### src/rtl/keypad_scanner.sv
// 4x4 keypad front end: rotates a one-hot column drive, samples the synchronized rows
// once per dwell, and debounces press and release before handing {rows, cols} to the encoder.
module keypad_scanner #(
  parameter int SCAN_DIV     = 50000,
  parameter int DEBOUNCE_CNT = 4
) (
  input  logic       clk,
  input  logic       rst,
  input  logic [3:0] row_in,
  output logic [3:0] col_drive,
  output logic [3:0] rows,
  output logic [3:0] cols,
  output logic       key_valid,
  output logic       key_held
);

  localparam int DW = (SCAN_DIV > 1) ? $clog2(SCAN_DIV) : 1;
  localparam int CW = $clog2(DEBOUNCE_CNT + 1);
  localparam logic [DW-1:0] DIV_LAST = DW'(SCAN_DIV - 1);
  localparam logic [CW-1:0] CNT_MAX  = CW'(DEBOUNCE_CNT);
  localparam logic [CW-1:0] CNT_PRE  = CW'(DEBOUNCE_CNT - 1);

  typedef enum logic [1:0] {SCAN, DEBOUNCE, HELD, RELEASE} state_t;

  state_t          state;
  logic [3:0]      sync1, rs;
  logic [3:0]      cand_row, cand_col;
  logic [DW-1:0]   div;
  logic [CW-1:0]   cnt;
  logic            sample, onehot;
  logic [3:0]      rotated;

  assign sample  = (div == DIV_LAST);
  assign onehot  = (rs != 4'd0) && ((rs & (rs - 4'd1)) == 4'd0);
  assign rotated = {col_drive[2:0], col_drive[3]};

  always_ff @(posedge clk) begin
    if (rst) begin
      state     <= SCAN;
      sync1     <= '0;
      rs        <= '0;
      cand_row  <= '0;
      cand_col  <= '0;
      div       <= '0;
      cnt       <= '0;
      col_drive <= 4'b0001;
      rows      <= '0;
      cols      <= '0;
      key_valid <= 1'b0;
      key_held  <= 1'b0;
    end else begin
      sync1     <= row_in;
      rs        <= sync1;
      key_valid <= 1'b0;
      div       <= sample ? '0 : div + DW'(1);
      if (sample) begin
        case (state)
          SCAN: begin
            if (onehot) begin
              cand_row <= rs;
              cand_col <= col_drive;
              cnt      <= CW'(1);
              state    <= DEBOUNCE;
            end else begin
              col_drive <= rotated;
            end
          end
          DEBOUNCE: begin
            if (rs == cand_row) begin
              if (cnt >= CNT_PRE) begin
                rows      <= cand_row;
                cols      <= cand_col;
                key_valid <= 1'b1;
                key_held  <= 1'b1;
                cnt       <= CNT_MAX;
                state     <= HELD;
              end else begin
                cnt <= cnt + CW'(1);
              end
            end else begin
              // bounce, release or a second key: abandon the candidate
              cnt       <= '0;
              state     <= SCAN;
              col_drive <= rotated;
            end
          end
          HELD: begin
            if (rs == 4'd0) begin
              cnt   <= CW'(1);
              state <= RELEASE;
            end
          end
          RELEASE: begin
            if (rs == 4'd0) begin
              if (cnt >= CNT_PRE) begin
                key_held  <= 1'b0;
                cnt       <= '0;
                state     <= SCAN;
                col_drive <= rotated;
              end else begin
                cnt <= cnt + CW'(1);
              end
            end else begin
              cnt   <= '0;
              state <= HELD;
            end
          end
          default: state <= SCAN;
        endcase
      end
    end
  end

endmodule

### config.mk
export PLATFORM = sky130hd
export DESIGN_NAME = keypad_scanner
export DESIGN_NICKNAME = d
export VERILOG_FILES = /design/src/rtl/keypad_scanner.sv
export SDC_FILE = /design/constraint.sdc
export NUM_CORES = 1
export LEC_CHECK = 0
export CAP_MARGIN = 10
export CORE_UTILIZATION = 31
export DETAILED_ROUTE_END_ITERATION = 10
export GPL_TIMING_DRIVEN = 0
export PLACE_DENSITY = 0.57
export SYNTH_ARGS = -nofsm -noshare
export SYNTH_HDL_FRONTEND = slang
export SYNTH_SLANG_ARGS = --single-unit
### constraint.sdc
create_clock -name clk -period 1.98 [get_ports clk]
set_input_delay 0.396 -clock clk [delete_from_list [all_inputs] [get_ports clk]]
set_output_delay 0.396 -clock clk [all_outputs]
set_load 0.005 [all_outputs]
==> flow_metrics.py, run 1 <==
metrics = {
    "route": {
        "ant_nets": 0,
        "wl_per_cell_um": 12.1,
        "vias": 1683,
        "drtIter0Drc": 116,
        "vias_per_cell": 4.73,
        "firstDrtPassIters": 5,
        "drt-total-wl_um": 4310,
        "route.detailed.drc": 0,
    },
    "floorplanning": {
        "num_rows": 30,
        "start_util_pct": 32.3,
        "die_h_um": 86.4,
        "die_w_um": 86.4,
        "io_pins": 20,
        "die-area_um2": 7460,
        "core_um2": 6830,
    },
    "place": {
        "portBuffers": 19,
        "gp_congestion": 0.795,
        "place_ws_ns": -0.330,
        "dpl.hpwl_um": 3020,
    },
    "clocking": {
        "clk_pin_slew_ns": 0.09,
        "cts_buffer_depth": 2,
        "cts_tree": "yes",
        "cts.sinks": 51,
        "cts.htree.levels": 2,
        "ctsHoldBuffers": 0,
        "numCtsBuffers": 5,
        "clkLatencyLatePin_ns": 0.30,
        "cts_root_buffer": "clkbuf_8",
    },
    "sta": {
        "finClkSkew_ns": 0.00980,
        "finalSetupTns_ns": 0,
        "maxSlewViolCount": 0,
        "fin_crit_sh_pct": 97.7,
        "max_freq_mhz": 517,
        "setup_slack_ns": 0.0452,
        "rsz0062_at_grt": "yes",
        "post-route-min-period_ns": 1.93,
        "tightestPinTransition_ns": 0.670,
        "max_slew_margin_pct": 55.3,
        "finalHoldViolCount": 0,
        "setup_viol": 0,
    },
    "pwr": {
        "fin_total_pwr_uw": 1700,
        "vdd_ir_drop_max_mv": 0.400,
        "powerDensity_nw_per_um2": 624,
        "p_leak_uw": 0.000886,
    },
    "synth": {
        "synth.yosys.seq_area_share_pct": 46.3,
        "synth_ff_type": "dfxtp_1",
        "synth.distinct_cells": 39,
        "syn_inst": 232,
        "ys_ff_latch": 51,
        "syn_area_um2": 2210,
        "synthesis.nets": 241,
        "synth_edf_count": 0,
        "synthArstFlopShare_pct": 0,
        "avgSynthCellArea_um2": 9.51,
        "ys.warnings.count": 0,
    },
    "critical_path": {
        "critPathRequiredTime_ns": 2.22,
        "cp-start-kind": "flop",
        "worst_setup_path_end_kind": "flop",
        "reg2reg_slack_ns": 0.05,
        "crit_fanout": 5,
        "ff2ff_path_depth": 8,
        "timing.rr.start": "cnt[0]",
        "crit_arrival_ns": 2.17,
        "crit_type": "flop to flop",
        "r2r-end": "col_drive[1]",
    },
    "finish": {
        "final_common_cell": "dfxtp_1",
        "antennaDiodeCount": 0,
        "drive_gt1_share_pct": 12.3,
        "layout_common_cells": "48 x dfxtp_1, 37 x nor2_1, 19 x clkdlybuf4s50_1",
        "area_growth_pct": 23.8,
        "final_core_util_pct": 40.0,
        "nFillCells": 698,
        "nets": 268,
    },
    "min_path": {
        "whs_endpoint": "rs[2]",
        "hold_path_depth": 1,
        "hold_class": "flop to flop",
        "hold_path_startpoint": "sync1[2]",
    },
    "job": {
        "drv_cap": 0,
    },
    "grt": {
        "first_global_vias": 1514,
        "grt.overflow.total": 0,
        "track_usage_pct": 12.5,
        "grt_max_degree": 16,
        "grt_pass1_wl_um": 7290,
        "grt_antenna_before_repair": 0,
    },
    "status": {
        "status": "completed",
    },
}
-- worst max-delay path by stage --
stage / start / slack, ns / endpoint / cells after the start
3_5_place_dp: div[0] / -0.33 / cols[1] / 6
3_3_place_gp: div[0] / -0.32 / cols[1] / 6
5_1_grt: cnt[0] / -0.05 / col_drive[1] / 8
2_1_floorplan: div[0] / 0.02 / cols[3] / 6
4_1_cts: cnt[0] / 0.004 / cnt[1] / 7
6_report: cnt[0] / 0.05 / col_drive[1] / 8
-- where the power goes --
| group | total [µW] | internal [µW] | switching [µW] |
|---|---|---|---|
| sequential | 1050 | 1040 | 13.0 |
| combinational | 75.2 | 33.3 | 41.9 |
| clock | 580 | 248 | 333 |
| total | 1700 | 1320 | 388 |
-- layout make-up --
class	instances	area [µm²]	share of cell area [%]
Tap cell	96	120	4.40
Clock inverter	2	12.5	0.458
Multi-Input combinational cell	168	1210	44.3
Sequential cell	51	1030	37.6
Buffer	5	20.0	0.733
Timing Repair Buffer	24	253	9.25
Clock buffer	6	72.6	2.66
Inverter	4	15.0	0.550
-- layer usage --
| layer | track usage [%] | vias to the layer above | routed length, µm |
|---|---|---|---|
| li1 | - | 872 | - |
| met1 | 17.5 | 786 | 2240 |
| met2 | 18.6 | 20 | 1890 |
| met3 | 3.05 | 5 | 113 |
| met4 | 4.55 | 0 | 65 |
| met5 | 0 | - | 0 |
-- state kept, by name, indices dropped and copies added, names as in the netlist --
register   cells
sync1          4
state          2
cand_col       4
div           16
cols           4
cand_row       4
col_drive      4
rs             4
rows           4
key_valid      1
key_held       1
cnt            3
-- worst max-delay path, stage by stage (launching register included) --
cell and delay (ns):
dfxtp_4 0.37, ha_1 0.20, ha_1 0.21, a211oi_4 0.36, buf_4 0.20, nand3_2 0.10, o311ai_2 0.16, o21ai_0 0.13
a21oi_1 0.13
-- synthesized netlist by cell type (all sizes together) (5+ instances only) --
| cell type | count | area [µm²] |
|---|---|---|
| a21oi | 8 | 40.0 |
| nand3 | 11 | 55.1 |
| xnor2 | 12 | 105 |
| nand2 | 11 | 41.3 |
| and3 | 5 | 32.5 |
| o21ai | 8 | 40.0 |
| xor2 | 7 | 61.3 |
| clkbuf | 9 | 33.8 |
| nor2 | 37 | 139 |
| nand4 | 8 | 65.1 |
| nor2b | 10 | 62.6 |
| mux2i | 16 | 160 |
| dfxtp | 51 | 1020 |
-- repair_timing --
| action | CTS | global route |
|---|---|---|
| setup endpoints to repair | 25 | 35 |
| gates cloned | 0 | 0 |
| buffers inserted | 2 | 3 |
| resized for setup | 5 | 13 |
| pin swaps | 3 | 4 |
-- logic make-up after synthesis --
family | share of synthesized area, %
flip-flops | 46.3
XOR/XNOR | 7.54
adder cells (fa/ha/maj) | 1.70
multiplexers | 7.26
buffers and inverters | 2.21
AND/OR/NAND/NOR | 26.9
AO/OA/AOI/OAI | 8.05
-- per-stage QoR --
step	hold WS, ns	std cells	cell area (µm²)
2_1_floorplan	0.414	232	2210
3_3_place_gp	0.418	347	2520
3_5_place_dp	0.427	347	2520
4_1_cts	0.449	357	2670
5_1_grt	0.460	356	2730
6_report	0.442	356	2730
(Power assumes the default switching activity.)
==> run 2: changes to the inputs <==
--- a/config.mk
+++ b/config.mk
@@ -10,6 +10,7 @@
 export DETAILED_ROUTE_END_ITERATION = 10
 export GPL_TIMING_DRIVEN = 0
 export PLACE_DENSITY = 0.57
+export SLEW_MARGIN = 25
 export SYNTH_ARGS = -nofsm -noshare
 export SYNTH_HDL_FRONTEND = slang
 export SYNTH_SLANG_ARGS = --single-unit
==> results of run 2 <==
Same layout as run 1: the final DEF is identical, and so are final timing and power.
==> run 3: changes to the inputs <==
--- a/config.mk
+++ b/config.mk
@@ -5,11 +5,13 @@
 export SDC_FILE = /design/constraint.sdc
 export NUM_CORES = 1
 export LEC_CHECK = 0
+export ABC_CLOCK_PERIOD_IN_PS = 1980
 export CAP_MARGIN = 10
 export CORE_UTILIZATION = 31
 export DETAILED_ROUTE_END_ITERATION = 10
 export GPL_TIMING_DRIVEN = 0
-export PLACE_DENSITY = 0.57
+export HOLD_SLACK_MARGIN = 0.08
+export PLACE_DENSITY_LB_ADDON = 0.1
 export SLEW_MARGIN = 25
 export SYNTH_ARGS = -nofsm -noshare
 export SYNTH_HDL_FRONTEND = slang
==> run 3 against run 2 <==
Compared with the run above: clock-buffer cell count stayed put; clock skew is 0.0022 ns lower; fmax rose by 4.8%; first-iteration DRC count grew 20%; final cell count is 0.28% higher; non-clock buffer count rose by 1; routed wire length rose by 11%; clock power up 28%; worst setup slack gained 0.089 ns; critical path type unchanged.
==> flow_metrics.py, run 3 (synthesized netlist as in run 1, its figures left out) <==
metrics = {
    "clocking": {
        "cts.sinks": 51,
        "cts_root_buffer": "clkbuf_8",
        "cts_buffer_depth": 2,
        "clkLatencyLatePin_ns": 0.30,
        "ctsHoldBuffers": 0,
        "cts.htree.levels": 2,
        "numCtsBuffers": 5,
        "cts_tree": "yes",
        "clk_pin_slew_ns": 0.09,
    },
    "floorplanning": {
        "core_um2": 6830,
        "start_util_pct": 32.3,
        "num_rows": 30,
        "io_pins": 20,
        "die-area_um2": 7460,
        "die_h_um": 86.4,
        "die_w_um": 86.4,
    },
    "pwr": {
        "vdd_ir_drop_max_mv": 0.280,
        "p_leak_uw": 0.000908,
        "powerDensity_nw_per_um2": 683,
    },
    "route": {
        "drt-total-wl_um": 4800,
        "vias": 1722,
        "firstDrtPassIters": 4,
        "vias_per_cell": 4.82,
        "route.detailed.drc": 0,
        "wl_per_cell_um": 13.4,
        "ant_nets": 0,
        "drtIter0Drc": 139,
    },
    "grt": {
        "first_global_vias": 1679,
        "grt_max_degree": 16,
        "track_usage_pct": 14.5,
        "grt_antenna_before_repair": 0,
        "grt.overflow.total": 0,
        "grt_pass1_wl_um": 8350,
    },
    "sta": {
        "max_slew_margin_pct": 63.4,
        "max_freq_mhz": 542,
        "holdWs_ns": 0.443,
        "post-route-min-period_ns": 1.85,
        "setup_viol": 0,
        "finalSetupTns_ns": 0,
        "finClkSkew_ns": 0.00757,
        "finalHoldViolCount": 0,
        "fin_crit_sh_pct": 93.2,
        "rsz0062_at_grt": "yes",
        "tightestPinTransition_ns": 0.548,
        "maxSlewViolCount": 0,
    },
    "critical_path": {
        "ff2ff_path_depth": 8,
        "critPathRequiredTime_ns": 2.16,
        "crit_arrival_ns": 2.02,
        "crit_fanout": 8,
        "worst_setup_path_end_kind": "flop",
        "reg2reg_slack_ns": 0.13,
        "cp-start-kind": "flop",
        "crit_type": "flop to flop",
    },
    "finish": {
        "largest_reg_flops": 16,
        "antennaDiodeCount": 0,
        "final_common_cell": "dfxtp_1",
        "nets": 269,
        "top_register": "div",
        "area_growth_pct": 24.0,
        "drive_gt1_share_pct": 12.3,
        "stdcell_count": 357,
        "layout_common_cells": "48 x dfxtp_1, 37 x nor2_1, 19 x clkdlybuf4s50_1",
    },
    "min_path": {
        "hold_path_depth": 1,
        "hold_class": "flop to flop",
    },
    "job": {
        "drv_cap": 0,
    },
    "place": {
        "dpl.hpwl_um": 3340,
        "gp_congestion": 0.751,
        "dp.cells": 347,
        "portBuffers": 19,
    },
    "status": {
        "status": "completed",
    },
}
==> run 3: stage by stage <==
step | utilization, % | worst slack (ns) | power [µW] | instance area (µm²)
2_1_floorplan | - | 0.0227 | 1110 | 2210
3_3_place_gp | 36.9 | -0.390 | 1140 | 2520
3_5_place_dp | 36.9 | -0.359 | 1140 | 2520
4_1_cts | 39.6 | 0.00449 | 1900 | 2710
5_1_grt | 40.0 | -0.0254 | 1950 | 2740
6_report | 40.0 | 0.134 | 1870 | 2740
==> run 3: metal layers <==
metal,part of all wire (%),vias to the layer above,GRT usage [%]
li1,-,871,-
met1,52,819,20.4
met2,42,28,20.8
met3,4.4,4,4.76
met4,1.1,0,4.55
met5,0,-,0
==> run 3: worst paths after layout <==
kind,end,startpoint
hold / removal,rs[3],sync1[3]
setup reg to reg,cols[3],cnt[1]
hold reg to reg,rs[3],sync1[3]
setup / recovery,cols[3],cnt[1]
==> run 3: what timing repair did <==
action	in CTS	in global routing
gates resized for setup	6	10
gates cloned	0	0
setup endpoints to repair	25	36
setup buffers	2	2
pin swaps	3	4
==> run 3: cell type report <==
| type | instances | area, µm² |
|---|---|---|
| clock buffers | 6 | 82.6 |
| repair buffers | 23 | 245 |
| multi-input cells | 168 | 1180 |
| plain buffers | 7 | 28.8 |
| fillers | 740 | 4100 |
| flip-flops and latches | 51 | 1020 |
| well taps | 96 | 120 |
| clock inverters | 2 | 35.0 |
| inverters | 4 | 15.0 |
==> run 3: where the power goes <==
group | switching, µW | leakage, µW | internal [µW] | total (µW)
Sequential | 13.4 | 0.000414 | 1040 | 1050
Clock | 332 | 0.0000612 | 409 | 741
Combinational | 42.4 | 0.000433 | 33.6 | 76.0
Total | 388 | 0.000908 | 1480 | 1870
==> run 3: worst max-delay path: stages (launching register included) <==
cell and delay (ns):
dfxtp_1 0.41, ha_1 0.18, ha_1 0.19, a211oi_4 0.08, buf_4 0.16, nor4_4 0.29, buf_12 0.18, mux2i_1 0.18
nor2_1 0.05
